[src/rtl/riscv_core_irq_pkg.sv]
// Shared definitions for the machine external interrupt controller.
//   IRQ_NUM_SRC_DEF : default number of external interrupt sources
//   IRQ_ID_W_DEF    : default claim-ID width ($clog2 of the source count)
//   irq_state_e     : controller FSM states (IDLE, REQ, SERVICE)
package riscv_core_irq_pkg;

  localparam int unsigned IRQ_NUM_SRC_DEF = 8;
  localparam int unsigned IRQ_ID_W_DEF    = 3;

  typedef enum logic [1:0] {
    IDLE    = 2'd0,
    REQ     = 2'd1,
    SERVICE = 2'd2
  } irq_state_e;

endpackage

[src/rtl/riscv_core_irq_arbiter.sv]
// Combinational fixed-priority arbiter: the lowest set request index wins.
// Ports:
//   i_req   : request vector (eligible interrupt sources)
//   o_valid : at least one request is set
//   o_id    : index of the winning request (0 when none)
module riscv_core_irq_arbiter #(
  parameter int unsigned NUM_SRC = 8,
  parameter int unsigned ID_W    = 3
) (
  input  logic [NUM_SRC-1:0] i_req,
  output logic               o_valid,
  output logic [ID_W-1:0]    o_id
);

  always_comb begin
    o_valid = |i_req;
    o_id    = '0;
    // Scan from the top down so the lowest set index is the last to assign.
    for (int unsigned i = NUM_SRC; i > 0; i--) begin
      if (i_req[i-1]) begin
        o_id = ID_W'(i - 1);
      end
    end
  end

endmodule

[src/rtl/riscv_core_irq_ctrl.sv]
// Machine external interrupt controller for the RISC-V core.
// Latches raw source lines into a pending register, masks them with a
// software-written enable register, picks the lowest eligible index and
// raises a registered request to the CSR unit. The CSR unit acknowledges
// (claim) and later signals handler completion (mret in WB).
//
// Build option: define RISCV_CORE_IRQ_EDGE_EN for edge-triggered sources
// (pending sets on a rising edge, the claimed bit clears at ack). Without
// it the sources are level-sensitive (pending follows the source lines).
//
// Ports:
//   i_riscv_core_clk          : clock
//   i_riscv_core_rst_n        : asynchronous active-low reset
//   i_riscv_core_irq_src      : raw interrupt source lines
//   i_riscv_core_irq_en_we    : enable-mask write strobe
//   i_riscv_core_irq_en_wdata : new enable mask
//   o_riscv_core_mexternal    : registered external interrupt request
//   i_riscv_core_ack          : CSR-unit acknowledge (claim) pulse
//   i_riscv_core_irq_complete : handler-complete pulse
//   o_riscv_core_irq_id       : requested / claimed source ID
//   o_riscv_core_irq_pending  : pending register
//   o_riscv_core_irq_en       : current enable mask
module riscv_core_irq_ctrl
  import riscv_core_irq_pkg::*;
#(
  parameter int unsigned NUM_SRC = IRQ_NUM_SRC_DEF,
  parameter int unsigned ID_W    = IRQ_ID_W_DEF
) (
  input  logic               i_riscv_core_clk,
  input  logic               i_riscv_core_rst_n,
  input  logic [NUM_SRC-1:0] i_riscv_core_irq_src,
  input  logic               i_riscv_core_irq_en_we,
  input  logic [NUM_SRC-1:0] i_riscv_core_irq_en_wdata,
  output logic               o_riscv_core_mexternal,
  input  logic               i_riscv_core_ack,
  input  logic               i_riscv_core_irq_complete,
  output logic [ID_W-1:0]    o_riscv_core_irq_id,
  output logic [NUM_SRC-1:0] o_riscv_core_irq_pending,
  output logic [NUM_SRC-1:0] o_riscv_core_irq_en
);

  irq_state_e         r_state;
  irq_state_e         w_state_nxt;
  logic [NUM_SRC-1:0] r_pending;
  logic [NUM_SRC-1:0] w_pending_nxt;
  logic [NUM_SRC-1:0] r_en;
  logic [NUM_SRC-1:0] w_eligible;
  logic [ID_W-1:0]    r_id;
  logic [ID_W-1:0]    w_id_nxt;
  logic [ID_W-1:0]    w_win_id;
  logic               w_win_valid;
  logic               w_ack_take;
  logic               r_mext;

  assign w_eligible = r_pending & r_en;

  riscv_core_irq_arbiter #(
    .NUM_SRC (NUM_SRC),
    .ID_W    (ID_W)
  ) u_arbiter (
    .i_req   (w_eligible),
    .o_valid (w_win_valid),
    .o_id    (w_win_id)
  );

  // A claim only happens in REQ with something to claim.
  assign w_ack_take = (r_state == REQ) && i_riscv_core_ack && w_win_valid;

`ifdef RISCV_CORE_IRQ_EDGE_EN
  logic [NUM_SRC-1:0] r_src_q;
  logic               r_hist_vld;
  logic [NUM_SRC-1:0] w_rise;
  logic [NUM_SRC-1:0] w_clr;

  always_comb begin
    // The history register is meaningless until it has captured one real
    // sample; a source already high at reset release is not an edge.
    w_rise = r_hist_vld ? (i_riscv_core_irq_src & ~r_src_q) : '0;
    w_clr  = w_ack_take ? ({{(NUM_SRC-1){1'b0}}, 1'b1} << w_win_id) : '0;
    // A fresh edge on the claimed bit in the ack cycle survives the clear.
    w_pending_nxt = (r_pending & ~w_clr) | w_rise;
  end

  always_ff @(posedge i_riscv_core_clk or negedge i_riscv_core_rst_n) begin
    if (!i_riscv_core_rst_n) begin
      r_src_q    <= '0;
      r_hist_vld <= 1'b0;
    end else begin
      r_src_q    <= i_riscv_core_irq_src;
      r_hist_vld <= 1'b1;
    end
  end
`else
  assign w_pending_nxt = i_riscv_core_irq_src;
`endif

  always_comb begin
    w_state_nxt = r_state;
    w_id_nxt    = r_id;
    case (r_state)
      IDLE: begin
        if (w_win_valid) begin
          w_state_nxt = REQ;
          w_id_nxt    = w_win_id;
        end
      end
      REQ: begin
        // Track the current winner so IDLE later holds the last one shown.
        if (w_win_valid) begin
          w_id_nxt = w_win_id;
        end
        if (w_ack_take) begin
          w_state_nxt = SERVICE;
        end else if (!w_win_valid) begin
          w_state_nxt = IDLE;
        end
      end
      SERVICE: begin
        if (i_riscv_core_irq_complete) begin
          w_state_nxt = IDLE;
        end
      end
      default: begin
        w_state_nxt = IDLE;
      end
    endcase
  end

  always_ff @(posedge i_riscv_core_clk or negedge i_riscv_core_rst_n) begin
    if (!i_riscv_core_rst_n) begin
      r_state   <= IDLE;
      r_pending <= '0;
      r_en      <= '0;
      r_id      <= '0;
      r_mext    <= 1'b0;
    end else begin
      r_state   <= w_state_nxt;
      r_pending <= w_pending_nxt;
      r_id      <= w_id_nxt;
      r_mext    <= (w_state_nxt == REQ);
      if (i_riscv_core_irq_en_we) begin
        r_en <= i_riscv_core_irq_en_wdata;
      end
    end
  end

  // In REQ the ID follows the live winner (a function of registers only),
  // so the ID seen in the ack cycle is exactly the one claimed.
  assign o_riscv_core_irq_id      = ((r_state == REQ) && w_win_valid) ? w_win_id : r_id;
  assign o_riscv_core_mexternal   = r_mext;
  assign o_riscv_core_irq_pending = r_pending;
  assign o_riscv_core_irq_en      = r_en;

endmodule

[config.mk]
export PLATFORM = sky130hd
export DESIGN_NAME = riscv_core_irq_ctrl
export DESIGN_NICKNAME = d
export VERILOG_FILES = /design/src/rtl/riscv_core_irq_pkg.sv /design/src/rtl/riscv_core_irq_arbiter.sv /design/src/rtl/riscv_core_irq_ctrl.sv
export SDC_FILE = /design/constraint.sdc
export NUM_CORES = 1
export LEC_CHECK = 0
export ABC_CLOCK_PERIOD_IN_PS = 1300
export CAP_MARGIN = 20
export CORE_MARGIN = 2
export CORE_UTILIZATION = 35
export CTS_BUF_LIST = sky130_fd_sc_hd__clkbuf_4 sky130_fd_sc_hd__clkbuf_8 sky130_fd_sc_hd__clkbuf_16
export DETAILED_ROUTE_END_ITERATION = 7
export PLACE_DENSITY = 0.72
export SYNTH_ARGS = -nofsm -noshare
export SYNTH_HDL_FRONTEND = slang
export SYNTH_SLANG_ARGS = --single-unit
[constraint.sdc]
create_clock -name i_riscv_core_clk -period 1.3 [get_ports i_riscv_core_clk]
set_input_delay 0.13 -clock i_riscv_core_clk [delete_from_list [all_inputs] [get_ports i_riscv_core_clk]]
set_output_delay 0.13 -clock i_riscv_core_clk [all_outputs]
set_load 0.01 [all_outputs]
==> out/qor.txt <==
maximum clock rate = 562 MHz
Synth Register Bits = 22
drt total wl = 2360 um
filler cell count = 191
CTS tree = built
netlist area before placement = 897 um^2
area grow syn2layout = 80.2%
VDD IR max = 0.000920 V
DRT antenna net count = 0
Worst Setup Start Kind = flip-flop
First-pass DRT Iterations = 4
Clock transition at path regs = 120 ps
Worst Path Buf+Inv = 1
H-tree depth = 1
Final Max Tran Viols = 0
share of cells above drive strength 1 = 0.503
Critical Path Max Stage Delay = 420 ps
failing checks = negative setup slack
WL met3 = 107 um
Final Hold Viols = 0
top routing layer used = met4
Die Span X = 54.6 um
Final Critical Period = 1780 ps
CTS max path bufs = 2
crit path max fanout = 3
register area share after synthesis = 0.614
final instance area = 1620 um^2
core area = 2450 um^2
Netlist cell types = 18
Synth Net Count = 88
residual DRC count = 0
Tcrit/Tclk final = 1.37
r2r startpoint = o_riscv_core_irq_pending[2]$_DFF_PN0_
LEAKAGE = 0.748 nW
final setup TNS = -1410 ps
Pwr Total = 0.00222 W
WS Path Type = flip-flop to primary output
register area = 551 um^2
worst setup margin = -480 ps
worst reg2reg path depth = 5
largest net degree at the start of global routing = 23
fin util = 0.659
Vias/cell = 4.80
Placement Cell Area = 1500 um^2
Slew headroom = 0.811
max cap viols = 0
Slew @ Worst Pin = 283 ps
Worst setup EP type = primary output
syn avg cell area = 13.4 um^2
required time worst endpoint = 1170 ps
RSZ-0062 raised after global routing = yes
clk sink count = 22
Die ar. = 2980 um^2
dpl hpwl = 1680 um
initial antenna violation count = 0
Die Ht = 54.6 um
final hold slack = 160 ps
Post-synth ARST share = 1.00
TritonCTS Buffers = 3
Pwr Density = 1370 nW/um^2
GRT Total Usage = 0.174
crit-path cells = and2_1 > a32oi_1 > o21ai_2 > mux2_4 > buf_6
EDFF count, synth = 0
footprint of the multi-input gates = 373 um^2
first-pass GRT wire length = 3610 um
ANT cells = 0
Placer Congestion = 0.759
vias = 830
Starting DRT DRC Count = 3
CP arrival = 1650 ps
most frequent cells in the layout = buf_4, dfrtp_1, clkdlybuf4s50_1
routed length on met2 = 1280 um
overflow left after global routing = 0
Top Ports = 41
Root Buffer Master = clkbuf_4
commonest non-fill, non-tap cell in the layout = buf_4
clock skew = 7.26 ps
# setup viols final = 7
Synth warnings = 0
commonest register cell after synthesis = dfrtp_1
Starting Density = 0.365
WL/cell = 13.6 um
Reg-to-Reg End = r_id[0]$_DFFE_PN0P_
wl on met1 = 952 um
delay-heaviest family, CP = flip-flops
highest-delay cell along the critical path = dfrtp_1
Synth Instances = 67
Cell Rows = 18
worst-skew pair later-pin latency = 300 ps
vias in the first global route = 857
layout net count = 165
Worst Hold Class = input pin to async pin
run status = finished, violations left
Buffers on Ports = 40
r2r setup slk = -180 ps
-- synthesized netlist by cell type (2+ instances only) --
cell,instances,share of area
a22oi_2,4,0.056
a21oi_1,10,0.056
a32oi_1,2,0.020
dfrtp_1,22,0.61
mux2_2,9,0.11
nand2_2,2,0.014
o21ai_0,2,0.011
nand2_1,6,0.025
-- cell families (layout without fill, tap and decap cells) --
kind of cell | Yosys count | in the layout | synth area share
AO/OA/AOI/OAI | 23 | 23 | 0.192
multiplexers | 10 | 10 | 0.130
flip-flops | 22 | 22 | 0.614
buffers and inverters | 2 | 78 | 0.00975
AND/OR/NAND/NOR | 10 | 10 | 0.0544
-- cell type report --
type | count | share of cell area
Tap cell | 30 | 0.0232
Inverter | 1 | 0.00232
Clock buffer | 4 | 0.0224
Sequential cell | 22 | 0.341
Timing Repair Buffer | 73 | 0.381
Multi-Input combinational cell | 43 | 0.231
-- metal layers --
metal / up-vias / global-route usage
met5: - / 0
met4: 0 / 0.0750
met3: 2 / 0.0328
met2: 25 / 0.308
met1: 402 / 0.202
li1: 401 / -
-- flip-flops by register name (all words and copies together) (netlist names) --
signal	count
r_state	2
o_riscv_core_irq_pending	8
o_riscv_core_mexternal	1
o_riscv_core_irq_en	8
r_id	3
-- stage by stage --
stage / setup WS [ps] / instances
global route: -572 / 173
detailed placement: -530 / 158
finish: -480 / 173
CTS: -486 / 172
global placement: -493 / 158
floorplan: -70.7 / 67
-- what timing repair did --
| action | CTS | global route |
|---|---|---|
| resized for setup | 55 | 16 |
| setup endpoints to repair | 24 | 16 |
| hold buffers | 0 | 0 |
| setup buffers | 10 | 3 |
| pin swaps | 7 | 5 |
-- power breakdown --
group	leakage (nW)	switching [W]	internal [W]
combinational	0.467	0.000413	0.000539
clock	0.0210	0.000199	0.000171
sequential	0.260	0.0000871	0.000812
-- worst max-delay path by stage --
stage | from | to | slack (ps) | cells after the start
floorplan | o_riscv_core_irq_en[7]$_DFFE_PN0P_ | r_id[0]$_DFFE_PN0P_ | -70 | 4
global placement | o_riscv_core_irq_pending[0]$_DFF_PN0_ | o_riscv_core_irq_id[0] | -490 | 5
detailed placement | o_riscv_core_irq_pending[0]$_DFF_PN0_ | o_riscv_core_irq_id[0] | -530 | 5
CTS | o_riscv_core_irq_en[2]$_DFFE_PN0P_ | o_riscv_core_irq_id[0] | -490 | 5
global route | o_riscv_core_irq_pending[2]$_DFF_PN0_ | o_riscv_core_irq_id[0] | -570 | 6
finish | o_riscv_core_irq_pending[3]$_DFF_PN0_ | o_riscv_core_irq_id[0] | -480 | 5
Note: power is estimated with default switching activity, not from simulation.
